`config.mk`:
```
export PLATFORM = sky130hd
export DESIGN_NAME = cell_activity_scheduler
export DESIGN_NICKNAME = d
export VERILOG_FILES = /design/src/rtl/cell_activity_scheduler.sv
export SDC_FILE = /design/constraint.sdc
export NUM_CORES = 1
export LEC_CHECK = 0
export CORE_AREA = 4 4 112 193
export CTS_CLUSTER_DIAMETER = 150
export DETAILED_ROUTE_END_ITERATION = 6
export DIE_AREA = 0 0 116 197
export MAX_ROUTING_LAYER = met4
export PLACE_DENSITY_LB_ADDON = 0.2
export SYNTH_ARGS = -nofsm -noshare
export SYNTH_HDL_FRONTEND = slang
export SYNTH_SLANG_ARGS = --single-unit
```
`constraint.sdc`:
```
create_clock -name clk -period 7.2 [get_ports clk]
set_input_delay 1.8 -clock clk [delete_from_list [all_inputs] [get_ports clk]]
set_output_delay 1.8 -clock clk [all_outputs]
set_load 0.01 [all_outputs]
```
`src/rtl/cell_activity_scheduler.sv`:
```
// Purpose: per-frame foreground counter for the five overlay cells; selects and holds the most active cell.
// Latency: frame_done to sel_pulse is 7 cycles; highlight is registered 1 cycle after the pixel sample.
// Backpressure: none; pixels are ignored outside ACCUM and busy flags that window. Optional macro: CELL_HYST_EN.
module cell_activity_scheduler #(
  parameter int BOX_TL_X    = 100,
  parameter int BOX_TL_Y    = 100,
  parameter int BOX_SIDE    = 80,
  parameter int CELL_PITCH  = 85,
  parameter int THRESH      = 200,
  parameter int HOLD_FRAMES = 30,
  parameter int HYST        = 100,
  parameter int CNT_W       = 13
) (
  input  logic        clk,
  input  logic        rst,
  input  logic        pix_valid,
  input  logic [30:0] hCounter_in,
  input  logic [30:0] vCounter_in,
  input  logic        fg_pixel,
  input  logic        frame_done,
  output logic [2:0]  active_cell,
  output logic        cell_valid,
  output logic        sel_pulse,
  output logic        highlight,
  output logic        busy
);

`ifdef CELL_HYST_EN
  localparam bit HYST_ON = 1'b1;
`else
  localparam bit HYST_ON = 1'b0;
`endif

  localparam int                HOLD_W   = $clog2(HOLD_FRAMES + 1);
  localparam logic [HOLD_W-1:0] HOLD_VAL = HOLD_W'(HOLD_FRAMES);
  localparam logic [CNT_W-1:0]  THR_VAL  = CNT_W'(THRESH);
  localparam logic [CNT_W:0]    HYST_M   = (CNT_W+1)'(HYST);
  localparam logic [CNT_W-1:0]  CNT_MAX  = '1;
  localparam logic [30:0]       Y_LO     = 31'(BOX_TL_Y);
  localparam logic [30:0]       Y_HI     = 31'(BOX_TL_Y + BOX_SIDE);

  typedef enum logic [1:0] {ACCUM, EVAL, UPDATE} state_t;

  state_t            r_state, w_next;
  logic [CNT_W-1:0]  r_cnt [5];
  logic [2:0]        r_eval_k;
  logic [2:0]        r_best_idx;
  logic [CNT_W-1:0]  r_best_cnt;
  logic [2:0]        r_active_cell;
  logic              r_cell_valid;
  logic              r_sel_pulse;
  logic              r_highlight;
  logic [HOLD_W-1:0] r_hold;

  logic [4:0]        w_in_cell;
  logic              w_in_y;
  logic              w_hl_hit;
  logic [CNT_W-1:0]  w_eval_cnt;
  logic [CNT_W-1:0]  w_act_cnt;
  logic              w_win;
  logic              w_refresh;

  // Interior hit test per cell, plus the current scan/active cell counts and the selected-cell hit.
  always_comb begin
    w_in_y     = (vCounter_in >= Y_LO) && (vCounter_in < Y_HI);
    w_in_cell  = '0;
    w_eval_cnt = '0;
    w_act_cnt  = '0;
    w_hl_hit   = 1'b0;
    for (int k = 0; k < 5; k++) begin
      w_in_cell[k] = w_in_y &&
                     (hCounter_in >= 31'(BOX_TL_X + k*CELL_PITCH)) &&
                     (hCounter_in <  31'(BOX_TL_X + k*CELL_PITCH + BOX_SIDE));
      if (r_eval_k == 3'(k))      w_eval_cnt = r_cnt[k];
      if (r_active_cell == 3'(k)) begin
        w_act_cnt = r_cnt[k];
        w_hl_hit  = w_in_cell[k];
      end
    end
  end

  // Winner decision for UPDATE; a non-incumbent challenger must clear the hysteresis margin when enabled.
  always_comb begin
    w_win     = (r_best_cnt >= THR_VAL);
    w_refresh = 1'b0;
    if (HYST_ON && w_win && r_cell_valid && (r_best_idx != r_active_cell) &&
        ({1'b0, r_best_cnt} <= ({1'b0, w_act_cnt} + HYST_M))) begin
      w_win     = 1'b0;
      w_refresh = (w_act_cnt >= THR_VAL);
    end
  end

  // State register.
  always_ff @(posedge clk) begin
    if (rst) r_state <= ACCUM;
    else     r_state <= w_next;
  end

  // Next-state logic and busy flag.
  always_comb begin
    w_next = r_state;
    busy   = (r_state != ACCUM);
    case (r_state)
      ACCUM:   if (frame_done) w_next = EVAL;
      EVAL:    if (r_eval_k == 3'd4) w_next = UPDATE;
      UPDATE:  w_next = ACCUM;
      default: w_next = ACCUM;
    endcase
  end

  // Counting, best-cell scan and selection/hold bookkeeping.
  always_ff @(posedge clk) begin
    if (rst) begin
      for (int k = 0; k < 5; k++) r_cnt[k] <= '0;
      r_eval_k      <= '0;
      r_best_idx    <= '0;
      r_best_cnt    <= '0;
      r_active_cell <= '0;
      r_cell_valid  <= 1'b0;
      r_sel_pulse   <= 1'b0;
      r_hold        <= '0;
    end else begin
      r_sel_pulse <= 1'b0;
      case (r_state)
        ACCUM: begin
          for (int k = 0; k < 5; k++)
            if (pix_valid && fg_pixel && w_in_cell[k] && (r_cnt[k] != CNT_MAX))
              r_cnt[k] <= r_cnt[k] + 1'b1;
          r_eval_k   <= '0;
          r_best_idx <= '0;
          r_best_cnt <= '0;
        end
        EVAL: begin
          if (w_eval_cnt > r_best_cnt) begin
            r_best_cnt <= w_eval_cnt;
            r_best_idx <= r_eval_k;
          end
          r_eval_k <= r_eval_k + 3'd1;
        end
        UPDATE: begin
          for (int k = 0; k < 5; k++) r_cnt[k] <= '0;
          if (w_win) begin
            r_sel_pulse   <= !r_cell_valid || (r_best_idx != r_active_cell);
            r_active_cell <= r_best_idx;
            r_cell_valid  <= 1'b1;
            r_hold        <= HOLD_VAL;
          end else if (w_refresh) begin
            r_hold <= HOLD_VAL;
          end else if (r_hold > 1) begin
            r_hold <= r_hold - 1'b1;
          end else if (r_hold == 1) begin
            r_hold       <= '0;
            r_cell_valid <= 1'b0;
          end
        end
        default: ;
      endcase
    end
  end

  // Highlight overlay, refreshed only on pixel-enable cycles.
  always_ff @(posedge clk) begin
    if (rst)            r_highlight <= 1'b0;
    else if (pix_valid) r_highlight <= r_cell_valid && w_hl_hit;
  end

  assign active_cell = r_active_cell;
  assign cell_valid  = r_cell_valid;
  assign sel_pulse   = r_sel_pulse;
  assign highlight   = r_highlight;

endmodule

```
==> metrics.md, run 1 <==
| Metric | Value |
|---|---|
| Status | `finished clean` |
| Setup Viol. Count Final | `0` |
| Leak | `2.46 nW` |
| Crit. End Element | `flip-flop` |
| Post-CTS Setup Repair Bufs | `0` |
| Cts repair resizes | `0` |
| Multi-input logic area | `3090 µm²` |
| Crit-path max FO | `16` |
| # DRC | `0` |
| Final worst slack | `2000 ps` |
| Final hold vios | `0` |
| HP Class | `flip-flop to flip-flop` |
| Max stage delay on crit path | `970 ps` |
| I/O Buffers | `71` |
| CTS root buf | `clkbuf_16` |
| Clock slew at the register clock pins of the worst setup and hold paths | `70 ps` |
| Final setup skew | `10.3 ps` |
| Die width | `116 µm` |
| Setup CP Type | `flip-flop to flip-flop` |
| Final min period | `5200 ps` |
| GP Congestion | `0.860` |
| Post-Synthesis Cells | `637` |
| Iter 0 DRT Violations | `257` |
| Total CTS buffers | `9` |
| Die Span Y | `197 µm` |
| RSZ-0062 raised after global routing | `no` |
| Crit-path slowest cell | `o21ai_1` |
| Fillers | `2033` |
| Mapped Avg Cell Area | `9.30 µm²` |
| # rows | `68` |
| Most frequent cells in the layout | `nor2_1, clkdlybuf4s50_1, edfxtp_1, nand2_1, inv_1` |
| GR Overflow Total | `0` |
| Met2 usage | `27.2%` |
| Antenna fix cells | `0` |
| CP startpoint kind | `flip-flop` |
| DR WL/cell | `16.5 µm` |
| Post-Route WL | `15700 µm` |
| H-tree depth | `3` |
| Total GRT Usage | `14.5%` |
| Synth async-reset ratio | `0%` |
| Initial antenna violation count | `0` |
| Max Slew Vio Count | `0` |
| Worst path cell trace | `ha_1 -> nor2b_1 -> a221oi_1 -> o311ai_0 -> o21ai_0 -> inv_1 -> ha_1 -> and4_1 -> a2111oi_0 -> a31oi_1 -> o21ai_1 -> o2bb2ai_1` |
| Vias in the first global route | `5079` |
| VDD IR-drop max | `0.118 mV` |
| Post-synthesis register bit count | `97` |
| CTS tree | `yes` |
| First-pass GRT wire length | `25200 µm` |
| Commonest non-fill, non-tap cell in the layout | `nor2_1` |
| Pre-antenna DRT Iters | `5` |
| Worst-margin pin slew | `1240 ps` |
| Syn Nets | `729` |
| Post-DRT Antenna Nets | `0` |
| Area Overhead vs Synth | `21.1%` |
| Clock buffer depth | `2` |
| Die ar. | `22900 µm²` |
| Sink Count | `97` |
| Max_cap viols | `0` |
| Largest net degree at the start of global routing | `66` |
| Worst-skew pair later-pin latency | `360 ps` |
| CP arrival | `5390 ps` |
| Post-Syn Area | `5920 µm²` |
| Sequential cell area | `2590 µm²` |
| Most frequent CP cell | `ha_1` |
| Detailed placement HPWL | `12100 µm` |
| Req. time, crit path | `7400 ps` |
| Met3 GRT Util | `2.33%` |
| Slew HR | `17.1%` |
| Post-synth top flop | `edfxtp_1` |
| Tcrit/Tclk final | `72.2%` |
| Via-to-Cell Ratio | `5.20` |
| Core area | `19900 µm²` |
| Synthesis Warnings | `0` |
| Seq/Total Area, Yosys | `43.8%` |
| Fmax | `0.192 GHz` |
| Fin nets | `793` |
| GRT met1 Usage | `14.0%` |
| Global route hottest layer | `met2` |
| Initial core utilization | `29.7%` |
| I/O pin count | `74` |
| DP Worst Slack | `1890 ps` |
| CTS Hold Bufs | `0` |
| Setup TNS | `0 ps` |
| Via count | `4942` |
| Number of synthesized flops with an enable pin | `65` |
| Pwr Density | `177 nW/µm²` |
| Post-synth cell types | `56` |
| Fraction of layout cells with a size suffix above 1 | `4.11%` |
-- sequential cells by signal (all words and copies together) (netlist names) --
name,cells
r_eval_k,3
active_cell,3
r_cnt,65
r_state,2
sel_pulse,1
cell_valid,1
r_hold,5
highlight,1
r_best_idx,3
r_best_cnt,13
-- final timing paths --
check        depth (start not counted)  slack, ps             to           from
min                                  1        470  r_best_cnt[2]  r_best_cnt[2]
min reg2reg                          1        470  r_best_cnt[2]  r_best_cnt[2]
max reg2reg                         12       2000  r_best_cnt[7]    r_eval_k[0]
max                                 12       2000  r_best_cnt[7]    r_eval_k[0]
-- final cells by class --
type	instances	share of cell area, %
clock buffer	11	3.68
timing repair buffer	75	10.3
multi-input combinational	480	43.1
tap	245	4.27
inverter	38	1.99
clock inverter	5	0.541
sequential	97	36.1
-- metal layers --
| layer | vias to the layer above | routed length [µm] |
|---|---|---|
| met5 | - | 0 |
| met4 | 0 | 569 |
| met3 | 32 | 536 |
| met2 | 91 | 8690 |
| met1 | 2361 | 5900 |
| li1 | 2458 | - |
-- cells in the mapped netlist (all sizes together), types with 7 or more instances --
cell / count / share of area, %
nor2: 102 / 6.5
edfxtp: 65 / 33
nand2: 53 / 3.4
inv: 38 / 2.4
xor2: 35 / 5.2
dfxtp: 32 / 11
nand3: 28 / 2.6
o21ai: 28 / 2.4
ha: 25 / 5.3
xnor2: 23 / 3.4
and3: 19 / 2.0
a21oi: 17 / 1.4
o2bb2ai: 16 / 2.4
o311ai: 16 / 2.4
clkbuf: 15 / 0.95
nor4: 14 / 1.7
a221oi: 13 / 1.9
nor2b: 13 / 1.4
nor3: 11 / 0.93
buf: 7 / 1.2
-- through the flow --
step / instance area [µm²] / cells / hold slack (ps) / total power [mW] / utilization, %
floorplan: 5920 / 637 / 432 / 0.712 / -
global placement: 6870 / 935 / 451 / 0.788 / 34.5
detailed placement: 6870 / 935 / 447 / 0.790 / 34.5
CTS: 7170 / 951 / 469 / 1.29 / 36.0
global route: 7170 / 951 / 476 / 1.32 / 36.0
finish: 7170 / 951 / 470 / 1.27 / 36.0
-- power breakdown --
part	total [mW]	leakage [nW]	internal [mW]	switching, mW
combinational	0.149	1.37	0.0718	0.0769
clock	0.491	0.153	0.269	0.222
sequential	0.627	0.930	0.609	0.0187
total	1.27	2.46	0.950	0.318
-- worst max-delay path, delay by kind of cell, from the launching register on --
| family | cells | cell delay [ps] |
|---|---|---|
| buffers and inverters | 1 | 120 |
| adders and majority gates | 2 | 450 |
| AOI/OAI and AO/OA | 7 | 3070 |
| DFF | 1 | 420 |
| and+or+nand+nor | 2 | 970 |
-- kinds of logic after synthesis --
| family | count (synthesis) | share of synthesized area (%) |
|---|---|---|
| flops | 97 | 43.8 |
| simple gates | 271 | 22.3 |
| fa+ha+maj | 25 | 5.28 |
| xor+xnor | 58 | 8.58 |
| mux | 1 | 0.169 |
| compound gates | 125 | 15.3 |
| buf+inv | 60 | 4.58 |
Note: power is estimated with default switching activity, not from simulation.
==> run 2, diff against run 1 <==
- clock period: 7.2 -> 4.2 ns (I/O delays scaled with it)
==> metrics.md, run 2 (synthesized netlist as in run 1, its figures left out) <==
| Metric | Value |
|---|---|
| # DRC | `0` |
| CTS root buf | `clkbuf_16` |
| I/O Buffers | `71` |
| Worst-margin pin slew | `659 ps` |
| Most frequent cells in the layout | `nor2_1, clkdlybuf4s50_1, edfxtp_1, nand2_1, inv_1` |
| Crit. End Element | `flip-flop` |
| Fin util | `37.0%` |
| DP Worst Slack | `-43.8 ps` |
| Tcrit/Tclk final | `93.5%` |
| Total CTS buffers | `9` |
| Sink Count | `97` |
| Final hold vios | `0` |
| Area Overhead vs Synth | `24.4%` |
| Initial antenna violation count | `0` |
| H-tree depth | `3` |
| Post-Route WL | `15800 µm` |
| First-pass GRT wire length | `25400 µm` |
| Total GRT Usage | `14.4%` |
| Clock slew at the register clock pins of the worst setup and hold paths | `70 ps` |
| DR WL/cell | `16.3 µm` |
| Leak | `2.57 nW` |
| Hold path startpoint | `r_best_cnt[0]` |
| Max Slew Vio Count | `0` |
| Largest net degree at the start of global routing | `66` |
| Vias in the first global route | `5247` |
| RSZ-0062 raised after global routing | `no` |
| CTS Hold Bufs | `0` |
| Final min period | `3930 ps` |
| Req. time, crit path | `4470 ps` |
| Initial core utilization | `29.7%` |
| Final worst slack | `271 ps` |
| Die width | `116 µm` |
| Max reg flops | `65` |
| Largest regs | `r_cnt: 65 flops, r_best_cnt: 13 flops, r_hold: 5 flops` |
| I/O pin count | `74` |
| HP Class | `flip-flop to flip-flop` |
| Final setup skew | `12.8 ps` |
| Post-DRT Antenna Nets | `0` |
| CP arrival | `4200 ps` |
| Die Span Y | `197 µm` |
| Via count | `5013` |
| Crit-path max FO | `13` |
| Sequential cell area | `2590 µm²` |
| Post-Place Cells | `956` |
| Detailed placement HPWL | `12300 µm` |
| Via-to-Cell Ratio | `5.16` |
| Reg with most FFs | `r_cnt` |
| Fillers | `2036` |
| Die ar. | `22900 µm²` |
| Pwr Density | `301 nW/µm²` |
| Clock buffer depth | `2` |
| Setup Viol. Count Final | `0` |
| Final std cells w/o fill | `972` |
| Commonest non-fill, non-tap cell in the layout | `nor2_1` |
| CP startpoint kind | `flip-flop` |
| Max_cap viols | `0` |
| Antenna fix cells | `0` |
| Multi-input logic area | `3100 µm²` |
| Iter 0 DRT Violations | `214` |
| Slew HR | `55.5%` |
| CTS tree | `yes` |
| GP Congestion | `0.825` |
| Critical R2R Launch | `r_eval_k[1]` |
| Worst-skew pair later-pin latency | `360 ps` |
| GR Overflow Total | `0` |
| Core area | `19900 µm²` |
| VDD IR-drop max | `0.209 mV` |
| Pre-antenna DRT Iters | `4` |
| Status | `finished clean` |
| Fin nets | `814` |
| Setup CP Type | `flip-flop to flip-flop` |
| # rows | `68` |
| Placed inst area | `7030 µm²` |
| CP startpoint | `r_eval_k[1]` |
| Fraction of layout cells with a size suffix above 1 | `7.43%` |
| Cell area after layout | `7360 µm²` |
| Fmax | `0.255 GHz` |
[run 2: cell count changes in the layout (fill, tap and decap cells not counted), sizes merged]
cell	delta
clkinv	+1
inv	-2
buf	+21
bufinv	+1
[run 2: repair_timing]
item | CTS | global route
endpoints found under the setup margin | 16 | 16
resized for setup | 2 | 3
endpoints found under the hold margin | 0 | 0
pin swaps | 0 | 0
setup buffers | 0 | 0
cloned | 0 | 0
[run 2: worst paths after layout]
| kind | cells past startpoint | slack, ps | end |
|---|---|---|---|
| max | 18 | 270 | r_best_cnt[1] |
| min | 1 | 470 | r_best_cnt[0] |
| max reg2reg | 18 | 270 | r_best_cnt[1] |
| min reg2reg | 1 | 470 | r_best_cnt[0] |
[run 2: per-layer routing]
layer	vias up	share of wire (%)	GRT usage, %	wire length (µm)
li1	2490	-	-	-
met1	2402	37	13.7	5820
met2	94	57	27.7	9010
met3	27	3.4	2.33	540
met4	0	2.9	6.15	458
met5	-	0	-	0
[run 2: power breakdown]
| part | internal (mW) | switching [mW] | leakage [nW] | total, mW |
|---|---|---|---|---|
| registers | 1.04 | 0.0328 | 0.930 | 1.08 |
| logic | 0.139 | 0.131 | 1.48 | 0.270 |
| clock network | 0.499 | 0.375 | 0.157 | 0.874 |
[run 2: worst max-delay path: stages, from the launching register on]
cell       delay [ps]
dfxtp_1           390
inv_1             100
ha_1              230
nor3b_1           150
buf_4             190
a221oi_1          470
o311ai_0          200
buf_4             180
o21ai_0           110
inv_1              80
ha_1              290
nor2b_1           130
o21a_1            160
o21a_1            160
o211ai_1          170
a31oi_1           150
nor4_2            310
buf_4             220
o2bb2ai_1         130
[run 2: per-stage QoR]
step	total power [mW]	TNS [ps]	hold slack [ps]
detailed placement	1.37	-252	464
CTS	2.25	0	477
global route	2.32	0	498
global placement	1.36	0	444
finish	2.22	0	475
floorplan	1.22	0	432
[run 2: layout make-up]
cell class / count / share of cell area, %
inverter: 38 / 1.94
sequential: 97 / 35.2
timing repair buffer: 96 / 12.4
clock buffer: 11 / 3.43
multi-input combinational: 480 / 42.1
clock inverter: 5 / 0.815
tap: 245 / 4.16
==> run 3, diff against run 2 <==
- TNS_END_PERCENT: unset -> 100
==> results of run 3 <==
The final DEF is identical to that of run 2; final timing and power are the same.
